<file path="config.mk">
export PLATFORM = sky130hd
export DESIGN_NAME = jtframe_joyser
export DESIGN_NICKNAME = d
export VERILOG_FILES = /design/src/rtl/jtframe_joyser.sv
export SDC_FILE = /design/constraint.sdc
export NUM_CORES = 1
export LEC_CHECK = 0
export CORE_MARGIN = 1.5
export CORE_UTILIZATION = 50
export DETAILED_ROUTE_END_ITERATION = 7
export GPL_TIMING_DRIVEN = 1
export PLACE_DENSITY = 0.75
export SETUP_SLACK_MARGIN = 0.3
export SYNTH_ARGS = -nofsm -noshare
export SYNTH_HDL_FRONTEND = slang
export SYNTH_SLANG_ARGS = --single-unit
</file>
<file path="constraint.sdc">
create_clock -name clk -period 2.05 [get_ports clk]
set_clock_uncertainty 0.1 [all_clocks]
set_input_delay 0.41 -clock clk [delete_from_list [all_inputs] [get_ports clk]]
set_output_delay 0.41 -clock clk [all_outputs]
set_load 0.01 [all_outputs]
</file>
<file path="src/rtl/jtframe_joyser.sv">
// jtframe_joyser: serial joystick reader for chained 74HC165-style pads with debounce and OSD combo
module jtframe_joyser #(
  parameter int NJOY = 2,
  parameter int JBITS = 16,
  parameter int CLKDIV = 8,
  parameter int INVERT = 1,
  parameter int DEBOUNCE = 1,
  parameter logic [15:0] COMBO_MASK = 16'h0440
) (
  input  logic                    clk,
  input  logic                    rst,
  input  logic                    enable,
  input  logic                    JOY_DATA,
  output logic                    JOY_CLK,
  output logic                    JOY_LOAD,
  output logic [NJOY*JBITS-1:0]   joystick,
  output logic                    frame_done,
  output logic                    combo
);
  localparam int NB = NJOY * JBITS;
  localparam int CW = $clog2(CLKDIV);
  localparam int IW = $clog2(NB);
  typedef enum logic [1:0] {IDLE, LOAD, SHIFT, LATCH} state_t;
  state_t state;
  logic [CW-1:0] cnt;
  logic [1:0] sync;
  logic [IW-1:0] idx;
  logic [NB-1:0] raw, last, joy_new;
  logic [2:0] dcnt, dcnt_new;
  logic tick, ph, upd, combo_new;
  always_comb begin
    tick = cnt == CW'(CLKDIV - 1);
    dcnt_new = raw != last ? 3'd1 : dcnt == 3'd7 ? 3'd7 : dcnt + 3'd1;
    upd = int'(dcnt_new) >= DEBOUNCE;
    joy_new = INVERT != 0 ? ~raw : raw;
    combo_new = &(joy_new[JBITS-1:0] | ~COMBO_MASK[JBITS-1:0]);
  end
  always_ff @(posedge clk) begin
    if (rst) begin
      cnt <= '0;
      sync <= '0;
      state <= IDLE;
      ph <= 1'b0;
      idx <= '0;
      raw <= '0;
      last <= '1;
      dcnt <= '0;
      joystick <= '0;
      combo <= 1'b0;
      frame_done <= 1'b0;
      JOY_CLK <= 1'b0;
      JOY_LOAD <= 1'b1;
    end else begin
      cnt <= tick ? '0 : cnt + 1'b1;
      sync <= {sync[0], JOY_DATA};
      frame_done <= 1'b0;
      case (state)
        IDLE: if (tick && enable) begin
          state <= LOAD;
          JOY_LOAD <= 1'b0;
        end
        LOAD: if (tick) begin
          ph <= !ph;
          if (ph) begin
            state <= SHIFT;
            JOY_LOAD <= 1'b1;
            idx <= '0;
          end
        end
        SHIFT: if (tick) begin
          ph <= !ph;
          JOY_CLK <= !ph;
          if (!ph) raw[idx] <= sync[1];
          else if (idx == IW'(NB - 1)) state <= LATCH;
          else idx <= idx + 1'b1;
        end
        LATCH: begin
          dcnt <= dcnt_new;
          last <= raw;
          if (upd) begin
            joystick <= joy_new;
            combo <= combo_new;
          end
          frame_done <= 1'b1;
          state <= enable ? LOAD : IDLE;
          JOY_LOAD <= !enable;
        end
        default: state <= IDLE;
      endcase
    end
  end
endmodule
</file>
==> qor.log, run 1 <==
[run_status] outcome finished, violations left
[run_status] violations in the final reports negative setup slack
[global_routing] wire length of the first global-routing pass 27620 µm
[sta] upper clock frequency limit 460.8 MHz
[final_layout] top library cells by usage in the layout, fill and taps aside 98 x dfxtp_1, 66 x nor3b_1, 50 x buf_4, 47 x nor2_1, 36 x dlygate4sd2_1
[routing] starting DRC count in detailed routing 454
[final_layout] number of nets at the end of the flow 757
[critical_path] worst path bufs/invs 2
[hold_path] Hold Path Class reg2reg
[power_and_ir_drop] sequential share of power 0.375
[routing] post-detailed-routing wire length 19200 µm
[floorplanning] Core Rows 39
[routing] Pre-Repair DR Iteration Count 5
[clock_network] buffer levels on the longest clock path 2
[routing] Vias 5613
[clock_network] worst skew pair latency 410 ps
[power_and_ir_drop] clock power share 0.588
[hold_path] worst min-delay path startpoint cnt[0]
[run] MaxCap Viol Count 0
[clock_network] Clock H-tree levels 4
[synthesis] share of the yosys chip area belonging to registers 0.3881
[critical_path] peak fanout along the critical path 9
[sta] Max-Slew Margin vs Limit 0.5688
[routing] remaining design rule violation count 0
[clock_network] number of hold buffers added after CTS 0
[global_routing] total global routing track utilization 0.2763
[global_routing] grt ovf 0
[sta] Final Critical Period 2170 ps
[power_and_ir_drop] leakage 3.447 nW
[clock_network] number of CTS-inserted buffers 17
[place] detailed-placement wirelength estimate 10070 µm
[synthesis] cells after synthesis 670
[sta] final hold vios 0
[synthesis] Avg Inst Size Synth 8.930 µm²
[global_routing] number of global-route vias before repair 5400
[power_and_ir_drop] internal power consumption 4.824 mW
[clock_network] TritonCTS clock tree built
[final_layout] layout-stage area growth over the synthesis result 41.82%
[final_layout] share of final-layout standard cells stronger than drive strength 1 0.3121
[synthesis] flip-flop and latch count after synthesis 116
[critical_path] slack of the worst reg-to-reg path -120 ps
[final_layout] Design Area, Final 8486 µm²
[floorplanning] num ports 40
[power_and_ir_drop] combinational share of power 0.037
[critical_path] cell with the largest stage delay on the worst path nor4_2
[synthesis] count of different cell masters after synthesis 41
[place] last weighted congestion value of the routability-driven placer 0.8772
[sta] actual transition at the worst max-transition pin 645.3 ps
[critical_path] arrival time reported for the critical path endpoint 2390 ps
[critical_path] Crit Path Class reg2reg
[floorplanning] Die ar. 12630 µm²
[power_and_ir_drop] power density of the placed cells 715.6 nW/µm²
[critical_path] maximum single-stage delay on the critical path 390 ps
[sta] Final Slew Violations 0
[routing] DR vias/cell 6.265
[clock_network] clock sinks 116
[final_layout] most common cell after layout, fill and taps aside dfxtp_1
[final_layout] post-layout util 0.7337
[place] Worst Setup Slack post-DPL -10.85 ps
[critical_path] ordered cell list for the critical path xor2_1, nor4_2, nand4_2, buf_6, or2_4, buf_12, o311ai_1
[sta] setup slack of the critical path after layout -119.9 ps
[routing] antenna viol nets, final 0
[power_and_ir_drop] maximum vdd drop 0.4846 mV
[global_routing] pin count of the biggest net entering global routing 49
[synthesis] Warnings, synthesis 0
[sta] period utilization 1.059
[floorplanning] Die Span Y 112.4 µm
[place] number of buffer cells added on primary ports 39
[global_routing] antenna violations before repair 0
[synthesis] Post-Synthesis Net Count 687
[clock_network] Worst-path clk slew 60 ps
[critical_path] reg-to-reg startpoint raw[29]
[critical_path] Critical Path Sink Type flop
[floorplanning] Core Area 11560 µm²
[floorplanning] die span in x 112.4 µm
[critical_path] CP Data Required Time 2270 ps
[sta] unrepaired setup endpoints after global routing yes
[critical_path] first element of the critical path raw[29]
[floorplanning] initial cell density of the core 0.5174
[routing] per-cell routed wire length 21.43 µm
[clock_network] cell at the root of the clock tree clkbuf_16
[place] DP Area 6749 µm²
[power_and_ir_drop] net switching fraction of the power 0.2056
[sta] final setup vio count 35
[critical_path] Top Family by Delay on Critical Path simple AND/OR/NAND/NOR gates
[synthesis] netlist area before placement 5983 µm²
[power_and_ir_drop] net switching power figure 1.249 mW
[critical_path] startpoint kind of the worst setup timing path flop
[final_layout] number of diodes 0
flip-flops by register name (all words and copies together) (netlist names):
name,count
JOY_CLK,1
JOY_LOAD,1
cnt,3
combo,1
dcnt,3
frame_done,1
idx,5
joystick,32
last,32
ph,1
raw,32
state,2
sync,2
cells in the mapped netlist:
library cell / n / area share
dfxtp_1: 116 / 0.39
nor3b_1: 68 / 0.085
nor2_1: 60 / 0.038
clkbuf_1: 49 / 0.031
a21oi_1: 36 / 0.030
mux2i_1: 35 / 0.059
nand2b_1: 35 / 0.037
nor2b_1: 34 / 0.036
xor2_1: 34 / 0.050
a211o_1: 32 / 0.047
o311ai_1: 32 / 0.047
nand2_1: 26 / 0.016
o21ai_0: 21 / 0.018
o21ai_1: 14 / 0.012
ha_1: 13 / 0.027
inv_1: 10 / 0.0063
nor4_2: 7 / 0.015
buf_1: 5 / 0.0031
nor3_1: 5 / 0.0042
a211oi_1: 4 / 0.0050
and2_1: 4 / 0.0042
buf_6: 4 / 0.0075
a221oi_1: 3 / 0.0044
nand3b_1: 3 / 0.0038
a22oi_1: 2 / 0.0025
buf_2: 2 / 0.0017
nand4_2: 2 / 0.0042
a2111oi_0: 1 / 0.0015
a21o_1: 1 / 0.0013
a41o_1: 1 / 0.0017
and3_1: 1 / 0.0010
and3b_1: 1 / 0.0015
nand3_1: 1 / 0.00084
nand4_1: 1 / 0.0010
nor4_1: 1 / 0.0010
o311a_1: 1 / 0.0017
o31ai_1: 1 / 0.0013
o32ai_2: 1 / 0.0027
or2_1: 1 / 0.0010
or4b_1: 1 / 0.0017
xnor2_1: 1 / 0.0015
path summary, 6_finish.rpt:
kind,to,cells past startpoint
worst max-delay path,combo,7
worst min-delay path,cnt[0],1
worst max register to register,combo,7
worst min register to register,cnt[0],1
cells by family after synthesis:
logic type | Yosys count | synth area share
xor+xnor | 35 | 0.05123
flops | 116 | 0.3881
mux | 35 | 0.05855
compound gates | 150 | 0.1750
fa+ha+maj | 13 | 0.02719
buf+inv | 70 | 0.04935
simple gates | 251 | 0.2505
what timing repair did:
action / in CTS / in global routing
endpoints found under the setup margin: 109 / 91
resized for setup: 109 / 102
setup buffers: 5 / 14
pin swaps: 11 / 34
cloned: 3 / 5
routing by layer:
layer	vias up	part of all wire	GRT usage	wire [µm]
met2	300	0.49	0.4556	9414
li1	2530	-	-	-
met1	2714	0.40	0.3517	7684
met5	-	0	0	0
met4	0	0.036	0.1122	682
met3	69	0.074	0.06263	1418
power groups by stage:
stage / Clock [mW] / Sequential, mW / Combinational, mW
finish: 3.57 / 2.28 / 0.225
global route: 3.69 / 2.28 / 0.238
CTS: 3.57 / 2.27 / 0.178
detailed placement: 0 / 2.33 / 0.162
global placement: 0 / 2.32 / 0.157
floorplan: 0 / 2.32 / 0.113
metrics by stage:
stage / TNS, ps / power, mW / hold slack [ps] / cells
final: -2921 / 6.073 / 333.1 / 896
after floorplan: 0 / 2.437 / 304.3 / 670
after CTS: -99.55 / 6.019 / 337.1 / 877
after global placement: 0 / 2.482 / 314.4 / 837
after detailed placement: -13.72 / 2.487 / 328.2 / 837
after global routing: -4723 / 6.203 / 357.2 / 896
area by class of cell:
| type | instances | area (µm²) |
|---|---|---|
| repair buffers | 110 | 1074 |
| fillers | 714 | 3079 |
| clock inverters | 13 | 252.7 |
| inverters | 10 | 37.54 |
| clock buffers | 19 | 452.9 |
| well taps | 143 | 178.9 |
| flip-flops and latches | 116 | 2355 |
| multi-input cells | 485 | 4135 |
Power figures use the tool's default switching activity.
==> inputs of run 2 (changes only) <==
--- a/config.mk
+++ b/config.mk
@@ -6,10 +6,12 @@
 export NUM_CORES = 1
 export LEC_CHECK = 0
 export CORE_MARGIN = 1.5
-export CORE_UTILIZATION = 50
+export CORE_UTILIZATION = 35
+export CTS_CLUSTER_SIZE = 28
 export DETAILED_ROUTE_END_ITERATION = 7
+export DONT_BUFFER_PORTS = 1
 export GPL_TIMING_DRIVEN = 1
-export PLACE_DENSITY = 0.75
+export PLACE_DENSITY = 0.54
 export SETUP_SLACK_MARGIN = 0.3
 export SYNTH_ARGS = -nofsm -noshare
 export SYNTH_HDL_FRONTEND = slang
==> qor.log, run 2 (same netlist as run 1, synthesis figures left out) <==
[critical_path] ordered cell list for the critical path ha_4, or4b_4, buf_6, a21oi_1, o311ai_4
[global_routing] number of global-route vias before repair 4790
[global_routing] wire length of the first global-routing pass 25330 µm
[place] DP Area 6407 µm²
[final_layout] area taken by flip-flops and latches 2355 µm²
[final_layout] number of diodes 0
[routing] per-cell routed wire length 17.92 µm
[routing] amount of wire on met3 after detailed routing 656 µm
[global_routing] total global routing track utilization 0.1801
[final_layout] count of filler cells inserted in the layout 1521
[clock_network] buffer levels on the longest clock path 2
[sta] upper clock frequency limit 482.0 MHz
[floorplanning] Die Span Y 133.7 µm
[critical_path] Top Family by Delay on Critical Path simple AND/OR/NAND/NOR gates
[floorplanning] Core Rows 47
[critical_path] maximum single-stage delay on the critical path 620 ps
[sta] setup slack of the critical path after layout -24.85 ps
[final_layout] layout-stage area growth over the synthesis result 31.01%
[sta] Max-Slew Margin vs Limit 0.6501
[clock_network] cell at the root of the clock tree clkbuf_16
[power_and_ir_drop] leakage 3.034 nW
[critical_path] startpoint kind of the worst setup timing path flop
[clock_network] worst skew pair latency 420 ps
[floorplanning] Core Area 16640 µm²
[power_and_ir_drop] maximum vdd drop 0.4013 mV
[routing] starting DRC count in detailed routing 285
[critical_path] cell with the largest stage delay on the worst path or4b_4
[sta] Final Slew Violations 0
[power_and_ir_drop] power density of the placed cells 638.3 nW/µm²
[routing] Vias 5040
[clock_network] TritonCTS clock tree built
[clock_network] Clock H-tree levels 4
[sta] actual transition at the worst max-transition pin 523.7 ps
[final_layout] area of the multi-input gates 4023 µm²
[routing] DR vias/cell 5.478
[clock_network] Worst-path clk slew 50 ps
[routing] antenna viol nets, final 0
[final_layout] post-layout util 0.4710
[sta] unrepaired setup endpoints after global routing yes
[sta] Final Critical Period 2075 ps
[critical_path] Critical Path Sink Type flop
[routing] post-detailed-routing wire length 16490 µm
[final_layout] largest registers ranked by flip-flop count joystick x32, last x32, raw x32
[hold_path] Hold Path Class in2reg
[run_status] violations in the final reports negative hold slack, negative setup slack
[critical_path] arrival time reported for the critical path endpoint 2250 ps
[floorplanning] Die ar. 17890 µm²
[routing] wire length the detailed router placed on met1 7599 µm
[run_status] outcome finished, violations left
[global_routing] grt ovf 0
[critical_path] CP Data Required Time 2230 ps
[sta] final setup vio count 1
[final_layout] number of nets at the end of the flow 704
[sta] final hold vios 4
[sta] worst hold slack after final layout -27.96 ps
[sta] setup TNS -24.85 ps
[routing] Pre-Repair DR Iteration Count 4
[place] last weighted congestion value of the routability-driven placer 0.7790
[critical_path] peak fanout along the critical path 16
[final_layout] most common cell after layout, fill and taps aside dfxtp_1
[run] MaxCap Viol Count 0
[routing] highest metal layer with signal wires met4
[floorplanning] die span in x 133.7 µm
[final_layout] share of final-layout standard cells stronger than drive strength 1 0.2929
[clock_network] number of CTS-inserted buffers 17
[floorplanning] initial cell density of the core 0.3595
[global_routing] antenna violations before repair 0
[critical_path] Crit Path Class reg2reg
[global_routing] pin count of the biggest net entering global routing 179
[final_layout] Design Area, Final 7839 µm²
[place] detailed-placement wirelength estimate 9593 µm
[critical_path] worst path bufs/invs 1
[clock_network] clock sinks 116
[routing] remaining design rule violation count 0
[sta] period utilization 1.012
[floorplanning] num ports 40
[place] number of buffer cells added on primary ports 0
[clock_network] number of hold buffers added after CTS 2
[final_layout] top library cells by usage in the layout, fill and taps aside 98 x dfxtp_1, 66 x nor3b_1, 51 x nor2_1, 39 x buf_4
[routing] detailed-routed wire length on met2 7848 µm
run 2: cell count changes in the layout (fill, tap and decap cells not counted), moves of 4 or more:
cell / before / now
o21ai_1: 12 / 23
buf_6: 10 / 4
bufinv_16: 7 / 0
clkinv_2: 1 / 8
o311ai_1: 3 / 7
buf_4: 50 / 39
a21oi_2: 4 / 13
a21oi_1: 32 / 23
o21ai_2: 11 / 6
dlygate4sd2_1: 36 / 0
nor2_4: 7 / 3
nor2_1: 47 / 51
o311ai_2: 22 / 16
run 2: where the power goes:
group / internal, mW / switching [mW] / total (mW)
Sequential: 2.27 / 0.0130 / 2.28
Combinational: 0.0727 / 0.0623 / 0.135
Clock: 1.55 / 1.04 / 2.59
Total: 3.89 / 1.11 / 5.00
run 2: through the flow:
stage               setup slack (ps)  total power [mW]  std cells
finish                        -24.85             5.004        920
global route                  -59.37             5.200        920
global placement               76.48             2.418        870
detailed placement             27.30             2.421        870
floorplan                      174.3             2.437        670
CTS                            66.81             5.021        915
run 2: repair_timing:
action | in CTS | in global routing
cloned | 3 | 2
endpoints found under the setup margin | 73 | 84
buffers inserted | 8 | 3
hold endpoints to repair | 67 | 59
pin swaps | 13 | 15
resized for setup | 65 | 99
run 2: cell type report:
type	instances	area share
Clock buffer	21	0.05746
Clock inverter	11	0.007981
Inverter	10	0.005108
Multi-Input combinational cell	485	0.5132
Sequential cell	116	0.3004
Tap cell	220	0.03512
Timing Repair Buffer	57	0.08077
run 2: final timing paths:
path	start	to	slack, ps	cells past startpoint
worst max-delay path	dcnt[0]	joystick[11]	-20	5
worst min-delay path	rst	dcnt[2]	-30	1
worst max register to register	dcnt[0]	joystick[11]	-20	5
worst min register to register	raw[2]	last[2]	400	1
run 2: routing by layer:
metal  vias up  track usage
li1       2419            -
met1      2484       0.2347
met2       113       0.2832
met3        24      0.04300
met4         0      0.07911
met5         -            0
==> inputs of run 3 (changes only) <==
--- a/config.mk
+++ b/config.mk
@@ -6,12 +6,12 @@
 export NUM_CORES = 1
 export LEC_CHECK = 0
 export CORE_MARGIN = 1.5
-export CORE_UTILIZATION = 35
+export CORE_UTILIZATION = 50
 export CTS_CLUSTER_SIZE = 28
 export DETAILED_ROUTE_END_ITERATION = 7
 export DONT_BUFFER_PORTS = 1
 export GPL_TIMING_DRIVEN = 1
-export PLACE_DENSITY = 0.54
+export PLACE_DENSITY = 0.71
 export SETUP_SLACK_MARGIN = 0.3
 export SYNTH_ARGS = -nofsm -noshare
 export SYNTH_HDL_FRONTEND = slang
==> qor.log, run 3 (same netlist as run 1, synthesis figures left out) <==
[clock_network] Clock H-tree levels 4
[floorplanning] die span in x 112.4 µm
[place] last weighted congestion value of the routability-driven placer 0.8282
[sta] upper clock frequency limit 502.8 MHz
[place] number of buffer cells added on primary ports 0
[place] detailed-placement wirelength estimate 8695 µm
[floorplanning] Core Area 11560 µm²
[run_status] outcome finished, final reports clean
[final_layout] top library cells by usage in the layout, fill and taps aside 99 x dfxtp_1, 66 x nor3b_1, 53 x nor2_1, 39 x buf_4
[final_layout] largest registers ranked by flip-flop count joystick x32, last x32, raw x32
[critical_path] ordered cell list for the critical path xor2_1, nor4_2, nand4_2, or2_4, buf_12, o311ai_1
[critical_path] number of cells traversed by the worst register-to-register path 6
[place] Cell Count Post-Placement 791
[critical_path] worst path bufs/invs 1
[clock_network] buffer levels on the longest clock path 2
[critical_path] Stages on worst setup path 6
[routing] starting DRC count in detailed routing 329
[routing] post-detailed-routing wire length 15870 µm
[floorplanning] Die Span Y 112.4 µm
[power_and_ir_drop] power after layout 5.984 mW
[sta] actual transition at the worst max-transition pin 529.7 ps
[routing] Pre-Repair DR Iteration Count 7
[run] MaxCap Viol Count 0
[critical_path] CP Data Required Time 2280 ps
[power_and_ir_drop] maximum vdd drop 0.4520 mV
[final_layout] post-route insts no fill 841
[routing] per-cell routed wire length 18.86 µm
[final_layout] number of diodes 0
[sta] unrepaired setup endpoints after global routing yes
[clock_network] worst skew pair latency 420 ps
[floorplanning] initial cell density of the core 0.5174
[hold_path] Hold Path Class in2reg
[critical_path] peak fanout along the critical path 17
[power_and_ir_drop] power density of the placed cells 763.6 nW/µm²
[critical_path] arrival time reported for the critical path endpoint 2210 ps
[routing] DR vias/cell 6.071
[critical_path] startpoint kind of the worst setup timing path flop
[global_routing] total global routing track utilization 0.2511
[critical_path] timing endpoint of the critical path joystick[16]
[critical_path] Crit Path Class reg2reg
[sta] worst hold slack after final layout 9.000 ps
[final_layout] share of final-layout standard cells stronger than drive strength 1 0.2894
[routing] remaining design rule violation count 0
[sta] period utilization 0.9702
[critical_path] reg-to-reg startpoint raw[18]
[clock_network] clock sinks 116
[critical_path] Top Family by Delay on Critical Path simple AND/OR/NAND/NOR gates
[global_routing] pin count of the biggest net entering global routing 179
[critical_path] cell with the largest stage delay on the worst path dfxtp_2
[critical_path] first element of the critical path raw[18]
[sta] Final Slew Violations 0
[sta] final setup vio count 0
[critical_path] Critical Path Sink Type flop
[sta] Max-Slew Margin vs Limit 0.6461
[clock_network] TritonCTS clock tree built
[final_layout] number of nets at the end of the flow 702
[global_routing] number of global-route vias before repair 4949
[clock_network] number of CTS-inserted buffers 17
[floorplanning] num ports 40
[clock_network] Worst-path clk slew 50 ps
[floorplanning] Core Rows 39
[floorplanning] Die ar. 12630 µm²
[routing] antenna viol nets, final 0
[final_layout] most common cell after layout, fill and taps aside dfxtp_1
[critical_path] endpoint of the most critical register-to-register path joystick[16]
[power_and_ir_drop] leakage 2.881 nW
[clock_network] cell at the root of the clock tree clkbuf_16
[critical_path] slack of the worst reg-to-reg path 60 ps
[hold_path] instance count along the most critical hold path 1
[final_layout] layout-stage area growth over the synthesis result 30.97%
[sta] final hold vios 0
[critical_path] maximum single-stage delay on the critical path 340 ps
[global_routing] wire length of the first global-routing pass 25030 µm
[routing] Vias 5106
[global_routing] grt ovf 0
[global_routing] antenna violations before repair 0
[sta] Final Critical Period 1989 ps
-- run 3: how the worst min path moves through the flow --
stage	from	to	slack (ps)
final	rst	last[17]	9
after global routing	rst	last[29]	-5
after detailed placement	cnt[0]	cnt[0]	320
after floorplan	cnt[0]	cnt[0]	300
after CTS	rst	dcnt[2]	-50
after global placement	cnt[0]	cnt[0]	310
-- run 3: worst reg2reg max path: cells and delay by family (launching register included) --
| family | cells | cell delay (ps) |
|---|---|---|
| and+or+nand+nor | 3 | 850 |
| DFF | 1 | 340 |
| AOI/OAI and AO/OA | 1 | 250 |
| buffers and inverters | 1 | 180 |
| xor gates and xnor gates | 1 | 180 |
-- run 3: report_power, final --
part	internal, mW	switching (mW)	leakage (nW)
clock	2.50	1.05	0.352
sequential	2.27	0.0103	0.944
combinational	0.0758	0.0745	1.58
-- run 3: stage by stage --
stage | area [µm²] | utilization | setup slack [ps] | setup TNS [ps]
3_3_place_gp | 6321 | 0.5466 | 73.66 | 0
4_1_cts | 7451 | 0.6443 | 68.43 | 0
5_1_grt | 7836 | 0.6776 | -3.542 | -4.050
2_1_floorplan | 6065 | - | 174.3 | 0
6_report | 7836 | 0.6776 | 61.04 | 0
3_5_place_dp | 6321 | 0.5466 | 46.53 | 0
-- run 3: layout make-up --
class | count | area, µm²
multi-input cells | 485 | 3961
inverters | 10 | 40.04
clock inverters | 8 | 190.2
fillers | 801 | 3729
flip-flops and latches | 116 | 2349
repair buffers | 55 | 595.6
well taps | 143 | 178.9
clock buffers | 24 | 521.8
-- run 3: routing by layer --
metal / wire length, µm / GRT usage / vias to the layer above
met5: 0 / 0 / -
met4: 252 / 0.09367 / 0
met3: 883 / 0.06048 / 27
met2: 7707 / 0.4041 / 155
met1: 7021 / 0.3291 / 2503
li1: - / - / 2421
-- run 3: repair_timing --
action | 4_1_cts | 5_1_grt
resized for setup | 74 | 71
endpoints found under the setup margin | 73 | 74
endpoints found under the hold margin | 65 | 46
hold buffers | 3 | 1
pin swaps | 12 | 24
buffers inserted | 7 | 3
gates cloned | 4 | 0
